File: src/rtl/sad_unit_if.sv
// sad_unit_if: job/operand handshake and result status bundle between an operand source and sad_unit
interface sad_unit_if #(
  parameter int WIDTH = 8,
  parameter int CNT_W = 8,
  parameter int ACC_W = WIDTH + CNT_W
);
  logic             start;
  logic [CNT_W-1:0] len;
  logic             in_valid;
  logic             in_ready;
  logic [WIDTH-1:0] a_in;
  logic [WIDTH-1:0] b_in;
  logic             busy;
  logic             done;
  logic [ACC_W-1:0] result;
  logic             ovf;
  modport master (output start, len, in_valid, a_in, b_in, input in_ready, busy, done, result, ovf);
  modport slave  (input start, len, in_valid, a_in, b_in, output in_ready, busy, done, result, ovf);
endinterface

File: src/rtl/sad_unit.sv
// sad_unit: sequential sum of |A-B| over len pairs; define SAD_SAT_EN to saturate instead of wrap on overflow
module sad_unit #(
  parameter int WIDTH = 8,
  parameter int CNT_W = 8,
  parameter int ACC_W = WIDTH + CNT_W
) (
  input logic     clk,
  input logic     reset,
  sad_unit_if.slave bus
);
  typedef enum logic [2:0] {IDLE, FETCH, CHK, NEG, ACC, DONE} state_t;
  state_t           r_state;
  logic [WIDTH:0]   r_d;
  logic [ACC_W-1:0] r_acc;
  logic [CNT_W-1:0] r_cnt;
  logic [ACC_W-1:0] r_result;
  logic             r_in_ready;
  logic             r_busy;
  logic             r_done;
  logic             r_ovf;
  logic [ACC_W:0]   w_sum;
  logic [ACC_W-1:0] w_acc_nxt;
  assign w_sum = {1'b0, r_acc} + (ACC_W+1)'(r_d[WIDTH-1:0]);
`ifdef SAD_SAT_EN
  assign w_acc_nxt = w_sum[ACC_W] ? '1 : w_sum[ACC_W-1:0];
`else
  assign w_acc_nxt = w_sum[ACC_W-1:0];
`endif
  assign bus.in_ready = r_in_ready;
  assign bus.busy     = r_busy;
  assign bus.done     = r_done;
  assign bus.result   = r_result;
  assign bus.ovf      = r_ovf;
  always_ff @(posedge clk) begin
    if (reset) begin
      r_state    <= IDLE;
      r_d        <= '0;
      r_acc      <= '0;
      r_cnt      <= '0;
      r_result   <= '0;
      r_in_ready <= 1'b0;
      r_busy     <= 1'b0;
      r_done     <= 1'b0;
      r_ovf      <= 1'b0;
    end else begin
      case (r_state)
        IDLE: if (bus.start) begin
          r_cnt  <= bus.len;
          r_acc  <= '0;
          r_ovf  <= 1'b0;
          r_busy <= 1'b1;
          if (bus.len == '0) begin
            r_state  <= DONE;
            r_done   <= 1'b1;
            r_result <= '0;
          end else begin
            r_state    <= FETCH;
            r_in_ready <= 1'b1;
          end
        end
        FETCH: if (bus.in_valid) begin
          r_d        <= {1'b0, bus.a_in} - {1'b0, bus.b_in};
          r_in_ready <= 1'b0;
          r_state    <= CHK;
        end
        CHK: r_state <= r_d[WIDTH] ? NEG : ACC;
        NEG: begin
          r_d     <= -r_d;
          r_state <= ACC;
        end
        ACC: begin
          r_acc <= w_acc_nxt;
          r_ovf <= r_ovf | w_sum[ACC_W];
          r_cnt <= r_cnt - CNT_W'(1);
          // result is loaded on entry to DONE so it is already valid while done is high
          if (r_cnt == CNT_W'(1)) begin
            r_state  <= DONE;
            r_done   <= 1'b1;
            r_result <= w_acc_nxt;
          end else begin
            r_state    <= FETCH;
            r_in_ready <= 1'b1;
          end
        end
        DONE: begin
          r_done  <= 1'b0;
          r_busy  <= 1'b0;
          r_state <= IDLE;
        end
        default: r_state <= IDLE;
      endcase
    end
  end
endmodule

File: src/flat_wrapper.sv
// flat-port wrapper written by rule: the top's interface ports become plain ports
module sad_unit_flat 
#(
  parameter int WIDTH = 8,
  parameter int CNT_W = 8,
  parameter int ACC_W = WIDTH + CNT_W
)
  (clk, reset, bus_start, bus_len, bus_in_valid, bus_a_in, bus_b_in, bus_in_ready, bus_busy, bus_done, bus_result, bus_ovf);
  sad_unit_if #(.WIDTH(WIDTH), .CNT_W(CNT_W), .ACC_W(ACC_W)) bus_i ();
  input logic clk;
  input logic reset;
  input wire logic [$bits(bus_i.start)-1:0] bus_start;
  input wire logic [$bits(bus_i.len)-1:0] bus_len;
  input wire logic [$bits(bus_i.in_valid)-1:0] bus_in_valid;
  input wire logic [$bits(bus_i.a_in)-1:0] bus_a_in;
  input wire logic [$bits(bus_i.b_in)-1:0] bus_b_in;
  output wire logic [$bits(bus_i.in_ready)-1:0] bus_in_ready;
  output wire logic [$bits(bus_i.busy)-1:0] bus_busy;
  output wire logic [$bits(bus_i.done)-1:0] bus_done;
  output wire logic [$bits(bus_i.result)-1:0] bus_result;
  output wire logic [$bits(bus_i.ovf)-1:0] bus_ovf;
  assign bus_i.start = bus_start;
  assign bus_i.len = bus_len;
  assign bus_i.in_valid = bus_in_valid;
  assign bus_i.a_in = bus_a_in;
  assign bus_i.b_in = bus_b_in;
  assign bus_in_ready = bus_i.in_ready;
  assign bus_busy = bus_i.busy;
  assign bus_done = bus_i.done;
  assign bus_result = bus_i.result;
  assign bus_ovf = bus_i.ovf;
  sad_unit #(.WIDTH(WIDTH), .CNT_W(CNT_W), .ACC_W(ACC_W)) u_core (.clk(clk), .reset(reset), .bus(bus_i));
endmodule
File: config.mk
export PLATFORM = sky130hd
export DESIGN_NAME = sad_unit_flat
export DESIGN_NICKNAME = d
export VERILOG_FILES = /design/src/rtl/sad_unit_if.sv /design/src/rtl/sad_unit.sv /design/src/flat_wrapper.sv
export SDC_FILE = /design/constraint.sdc
export NUM_CORES = 1
export LEC_CHECK = 0
export CAP_MARGIN = 20
export CORE_ASPECT_RATIO = 0.9
export CORE_MARGIN = 4
export CORE_UTILIZATION = 30
export CTS_CLUSTER_DIAMETER = 200
export DETAILED_ROUTE_END_ITERATION = 16
export PLACE_DENSITY = 0.5
export SLEW_MARGIN = 5
export SYNTH_ARGS = -nofsm -noshare
export SYNTH_HDL_FRONTEND = slang
export SYNTH_SLANG_ARGS = --single-unit
File: constraint.sdc
create_clock -name clk -period 2.3 [get_ports clk]
set_input_delay 0.46 -clock clk [delete_from_list [all_inputs] [get_ports clk]]
set_output_delay 0.46 -clock clk [all_outputs]
set_load 0.05 [all_outputs]
# Word level (Yosys, flattened, before mapping)
# Cells that the tools add are included.
[word_totals]
in_bits = 28
wordCells = 69
regBits = 56
out_inout_bits = 20
[classes]
bitwise = 1
add_sub_neg = 4
muxes = 29
n_eq_ne = 12
reduce_logical = 14
[op_table]
columns = ["cell", "count"]
rows = [
  ["2-to-1 mux 16 bit", 4],
  ["one-hot mux 16 bit (2 select lines)", 2],
  ["one-hot mux 9 bit (2 select lines)", 1],
  ["adder 16 x 8 -> 17 bit", 1],
  ["one-hot mux 8 bit (2 select lines)", 1],
  ["2-to-1 mux 3 bit", 5],
  ["one-hot mux 3 bit (5 select lines)", 1],
  ["2-to-1 mux 1 bit", 9],
  ["2-to-1 mux 9 bit", 1],
  ["negator 9 bit", 1],
  ["subtractor 8 x 8 -> 9 bit", 1],
  ["== test 8 x 1 -> 1 bit, second input constant", 1],
  ["zero test 8 bit", 1],
  ["2-to-1 mux 8 bit", 1],
  ["inequality test 2 bit, second input constant", 4],
  ["AND reduction 2 bit", 4],
  ["AND reduction 4 bit", 2],
  ["subtractor 8 x 1 -> 8 bit, second input constant", 1],
  ["== test 3 x 2 -> 1 bit, second input constant", 2],
  ["== test 3 bit, second input constant", 2],
  ["one-hot mux 1 bit (3 select lines)", 2],
  ["nonzero test 2 bit", 3],
  ["nonzero test 3 bit", 2],
  ["AND reduction 5 bit", 1],
  ["5 further kinds", 7],
]

# Logic depth before layout (Yosys ltp)
[logic_depth]
ltp_word = 4
mapped_depth = 9

# Worst setup path after synthesis
# OpenSTA, ideal clock, no wires.
[synth_path]
path_type = "register -> register"
from = "register u_core.r_d[0]"
to = "register u_core.r_result[14] (netlist: u_core.bus.result[14])"
path_buffers = 0
path_slack_ns = 0.097
path_stages_with_launch = 10
arrival_time_ns = 2.081
required_time_ns = 2.178
setup_ns = 0.122
path_cell_list = "dfxtp_1 > ha_1 > inv_1 > fa_1 > nand2b_1 > a21oi_1 > o311a_1 > nand2_1 > and4_1 > a311o_1"
[synth_via]
elab_chain_len = 3
[synth_lines]
columns = ["element", "line_no", "source"]
rows = [
  ["start, declared", "sad_unit.sv:13", "logic [WIDTH:0] r_d;"],
  ["start signal, assigned", "sad_unit.sv:62", "r_d <= {1'b0, bus.a_in} - {1'b0, bus.b_in};"],
  ["start signal, assigned", "sad_unit.sv:68", "r_d <= -r_d;"],
  ["adder 16 x 8 -> 17 bit", "sad_unit.sv:23", "assign w_sum = {1'b0, r_acc} + (ACC_W+1)'(r_d[WIDTH-1:0]);"],
  ["2-to-1 mux 16 bit", "sad_unit.sv:76", "if (r_cnt == CNT_W'(1)) begin"],
  ["one-hot mux 16 bit (2 select lines)", "sad_unit.sv:46", "case (r_state)"],
  ["end signal, assigned", "sad_unit.sv:79", "r_result <= w_acc_nxt;"],
  ["end, declared", "sad_unit.sv:16", "logic [ACC_W-1:0] r_result;"],
]
# Every way passes these cells. The select of a mux whose other input is x is not followed.
# A chain may end at the register's enable or synchronous reset.

# Worst setup path in the final report
[layout_path]
from = "register u_core.r_acc[0]"
to = "register u_core.r_result[14] (netlist: u_core.bus.result[14])"
[layout_via]
elab_chain_len = 3
[layout_lines]
columns = ["element", "line_no", "source"]
rows = [
  ["start, declared", "sad_unit.sv:14", "logic [ACC_W-1:0] r_acc;"],
  ["start signal, assigned", "sad_unit.sv:72", "r_acc <= w_acc_nxt;"],
  ["adder 16 x 8 -> 17 bit", "sad_unit.sv:23", ""],
  ["2-to-1 mux 16 bit", "sad_unit.sv:76", ""],
  ["one-hot mux 16 bit (2 select lines)", "sad_unit.sv:46", ""],
]
# Every way passes these cells. The select of a mux whose other input is x is not followed.

==> impl_metrics.tcl <==
set metrics [dict create \
    status "complete, no violations" \
    cp_max_fo 5 \
    final_hold_viol_count 0 \
    hold_class "register to register" \
    p_sw_w 0.000625 \
    regArea_um2 1120 \
    wl_met1_mm 4.68 \
    cts_tree "built" \
    drc 0 \
    leakage_nw 1.69 \
    start_kind "register" \
    grt_pass1_vias 3158 \
    fp.dieH_um 109 \
    swShare_pct 27.6 \
    grt_pass1_wl_mm 15.2 \
    ys_seq_area_share_pct 32.9 \
    rr_startpoint "u_core.r_acc[0]" \
    clkSinkCount 56 \
    final_area_um2 4480 \
    holdWs_ps 454 \
    cts_buffers 5 \
    drv_cap 0 \
    end_kind "register" \
    ys_top_cells_by_area "dfxtp_1 33%, a21oi_1 7.0%, ha_1 7.0%" \
    rsz0062_at_grt "true" \
    fillers 1158 \
    ys_ff_latch 56 \
    p_seq_share_pct 45.7 \
    fin_skew_ps 6.23 \
    final-setup-viol-count 0 \
    grt_overflow 0 \
    criticalPathCategory "register to register" \
    cts_buffer_depth 2 \
    highest_layer "met4" \
    ys_types 62 \
    drt_iter0_markers 167 \
    reg2reg_depth 9 \
    antenna_left 0 \
    hp-start "u_core.bus.result[0]" \
    multi_input_area_um2 2160 \
    synth_edf_count 0 \
    die_area_um2 13100 \
    pwr-share-comb_pct 19.6 \
    synth_top_cell_by_area "dfxtp_1" \
    cp.required_ps 2480 \
    gp_congestion 0.779 \
    finalWirelength_mm 9.14 \
    num_antenna_cells 0 \
    arrival_ps 2350 \
    internal-power_w 0.00164 \
    dp_hpwl_mm 6.61 \
    rows 36 \
    min_to "u_core.bus.result[0]" \
    hold_path_depth 2 \
    via_per_inst 5.15 \
    clock_latency_ps 290 \
    synth_area_per_cell_um2 7.95 \
    dr.pass1.iters 4 \
    initial_utilization_pct 31.0 \
    synth_most_common_cell "dfxtp_1" \
    maxSlewViolCount 0 \
    async_flop_share_pct 0 \
    fin_crit_ps 2170 \
    root_buffer "clkbuf_16" \
    route.vias.total 3386 \
    track_usage_pct 14.1 \
    peakVddDrop_uv 253 \
    htree_levels 2 \
    place_area_um2 4290 \
    yosys_warnings 0 \
    r2r_end "u_core.bus.result[14]" \
    drive_above_1_share_pct 12.9 \
    max_freq_ghz 0.461 \
    r2r_slack_ps 130 \
    antenna_found_initial 0 \
    syn_nets 478 \
    synth.top_cell.area_share_pct 32.9 \
    met2_length_mm 4.12 \
    synth-main-ff-cell "dfxtp_1" \
    fin_nets 553 \
    path_clk_slew_ps 70 \
    p_per_area_nw_per_um2 505 \
    fin_crit_sh_pct 94.2 \
    die_w_um 120 \
    synthCells 429 \
    grt_max_degree 29 \
    p_clk_share_pct 34.8 \
    syn_area_um2 3410 \
    ctsHoldBuffers 0 \
    wl_met3_um 270 \
    avgRoutedWirePerCell_um 13.9 \
    relSlewSlack_pct 66.6 \
    ios 48 \
    tightestPinTransition_ps 500 \
    port_buffers 47 \
    syn_to_final_growth_pct 31.4 \
    synth_commonest_cells "56 x dfxtp_1, 48 x a21oi_1, 45 x nand2_1" \
    coreArea_um2 11000 \
]
[timing repair]
action	in CTS	in global routing
resized for setup	2	5
setup endpoints to repair	3	9
pin swaps	1	4
buffers inserted	1	0
[kinds of logic after synthesis]
logic type	count (synthesis)	synth area share [%]
mux	1	0.293
flops	56	32.9
simple gates	167	25.5
buf+inv	41	4.92
compound gates	135	26.2
fa+ha+maj	21	8.14
xor+xnor	8	2.05
[sequential cells by signal, indices dropped and copies added, names as in the netlist]
register / count
u_core.bus.result: 16
u_core.bus.busy: 1
u_core.r_acc: 16
u_core.r_d: 9
u_core.bus.done: 1
u_core.r_state: 3
u_core.r_cnt: 8
u_core.bus.in_ready: 1
u_core.bus.ovf: 1
[worst max-delay path: stages, from the launching register on]
cell and delay, ps:
dfxtp_1 340, ha_1 170, inv_1 60, fa_2 360, nand2b_4 160, a21oi_2 180, o311a_4 210, nand2_1 80
and4_1 200, a311o_1 310
[area by class of cell]
class                   instances  area share, %
clock buffers                   8           3.27
inverters                      20           1.67
multi-input cells             332           48.1
flip-flops and latches         56           25.0
well taps                     152           4.24
repair buffers                 89           17.7
[metal layers]
| metal | GRT usage [%] | up-vias |
|---|---|---|
| met5 | 0 | - |
| met3 | 2.39 | 8 |
| met1 | 19.7 | 1591 |
| li1 | - | 1744 |
| met2 | 23.0 | 43 |
| met4 | 2.91 | 0 |
[power by group through the flow]
| stage | logic [W] | registers [W] | clock network [W] |
|---|---|---|---|
| CTS | 0.000442 | 0.00103 | 0.000813 |
| finish | 0.000443 | 0.00103 | 0.000787 |
| global placement | 0.000437 | 0.00106 | 0 |
| detailed placement | 0.000440 | 0.00106 | 0 |
| global route | 0.000495 | 0.00104 | 0.000837 |
| floorplan | 0.000255 | 0.00106 | 0 |
[through the flow]
step | TNS, ps | setup slack (ps) | total power, W | instances | util [%]
global placement | -1470 | -171 | 0.00149 | 648 | 39.1
CTS | 0 | 69.2 | 0.00229 | 657 | 40.6
detailed placement | -1630 | -228 | 0.00150 | 648 | 39.1
finish | 0 | 133 | 0.00226 | 657 | 40.8
floorplan | 0 | 96.5 | 0.00132 | 429 | -
global route | -6.08 | -6.08 | 0.00237 | 657 | 40.8
[cell usage in the layout, fill, tap and decap left out, types with 6 or more instances in the layout]
| cell type | netlist | layout |
|---|---|---|
| clkdlybuf4s50_1 | 0 | 46 |
| dfxtp_1 | 56 | 56 |
| inv_1 | 19 | 19 |
| nand3b_1 | 6 | 6 |
| nand3_1 | 17 | 17 |
| nor2_1 | 43 | 43 |
| a21oi_1 | 48 | 46 |
| buf_4 | 2 | 41 |
| nand2_1 | 45 | 45 |
| ha_1 | 19 | 19 |
| nor3_1 | 6 | 6 |
| o21ai_0 | 20 | 19 |
| a31oi_1 | 9 | 9 |
| o211ai_1 | 6 | 6 |
| a211oi_1 | 6 | 6 |
| xnor2_1 | 6 | 6 |
[worst max-delay path by stage]
stage | startpoint | end | slack, ps | depth (start not counted)
finish | u_core.r_acc[0] | u_core.bus.result[14] | 130 | 9
floorplan | u_core.r_d[0] | u_core.bus.result[14] | 100 | 9
detailed placement | bus_a_in[0] | u_core.r_d[8] | -230 | 10
global route | bus_a_in[0] | u_core.r_d[8] | -6 | 10
global placement | bus_a_in[0] | u_core.r_d[8] | -170 | 10
CTS | u_core.r_d[0] | u_core.bus.result[14] | 70 | 9
No activity file was read; power rests on OpenSTA's default activity.
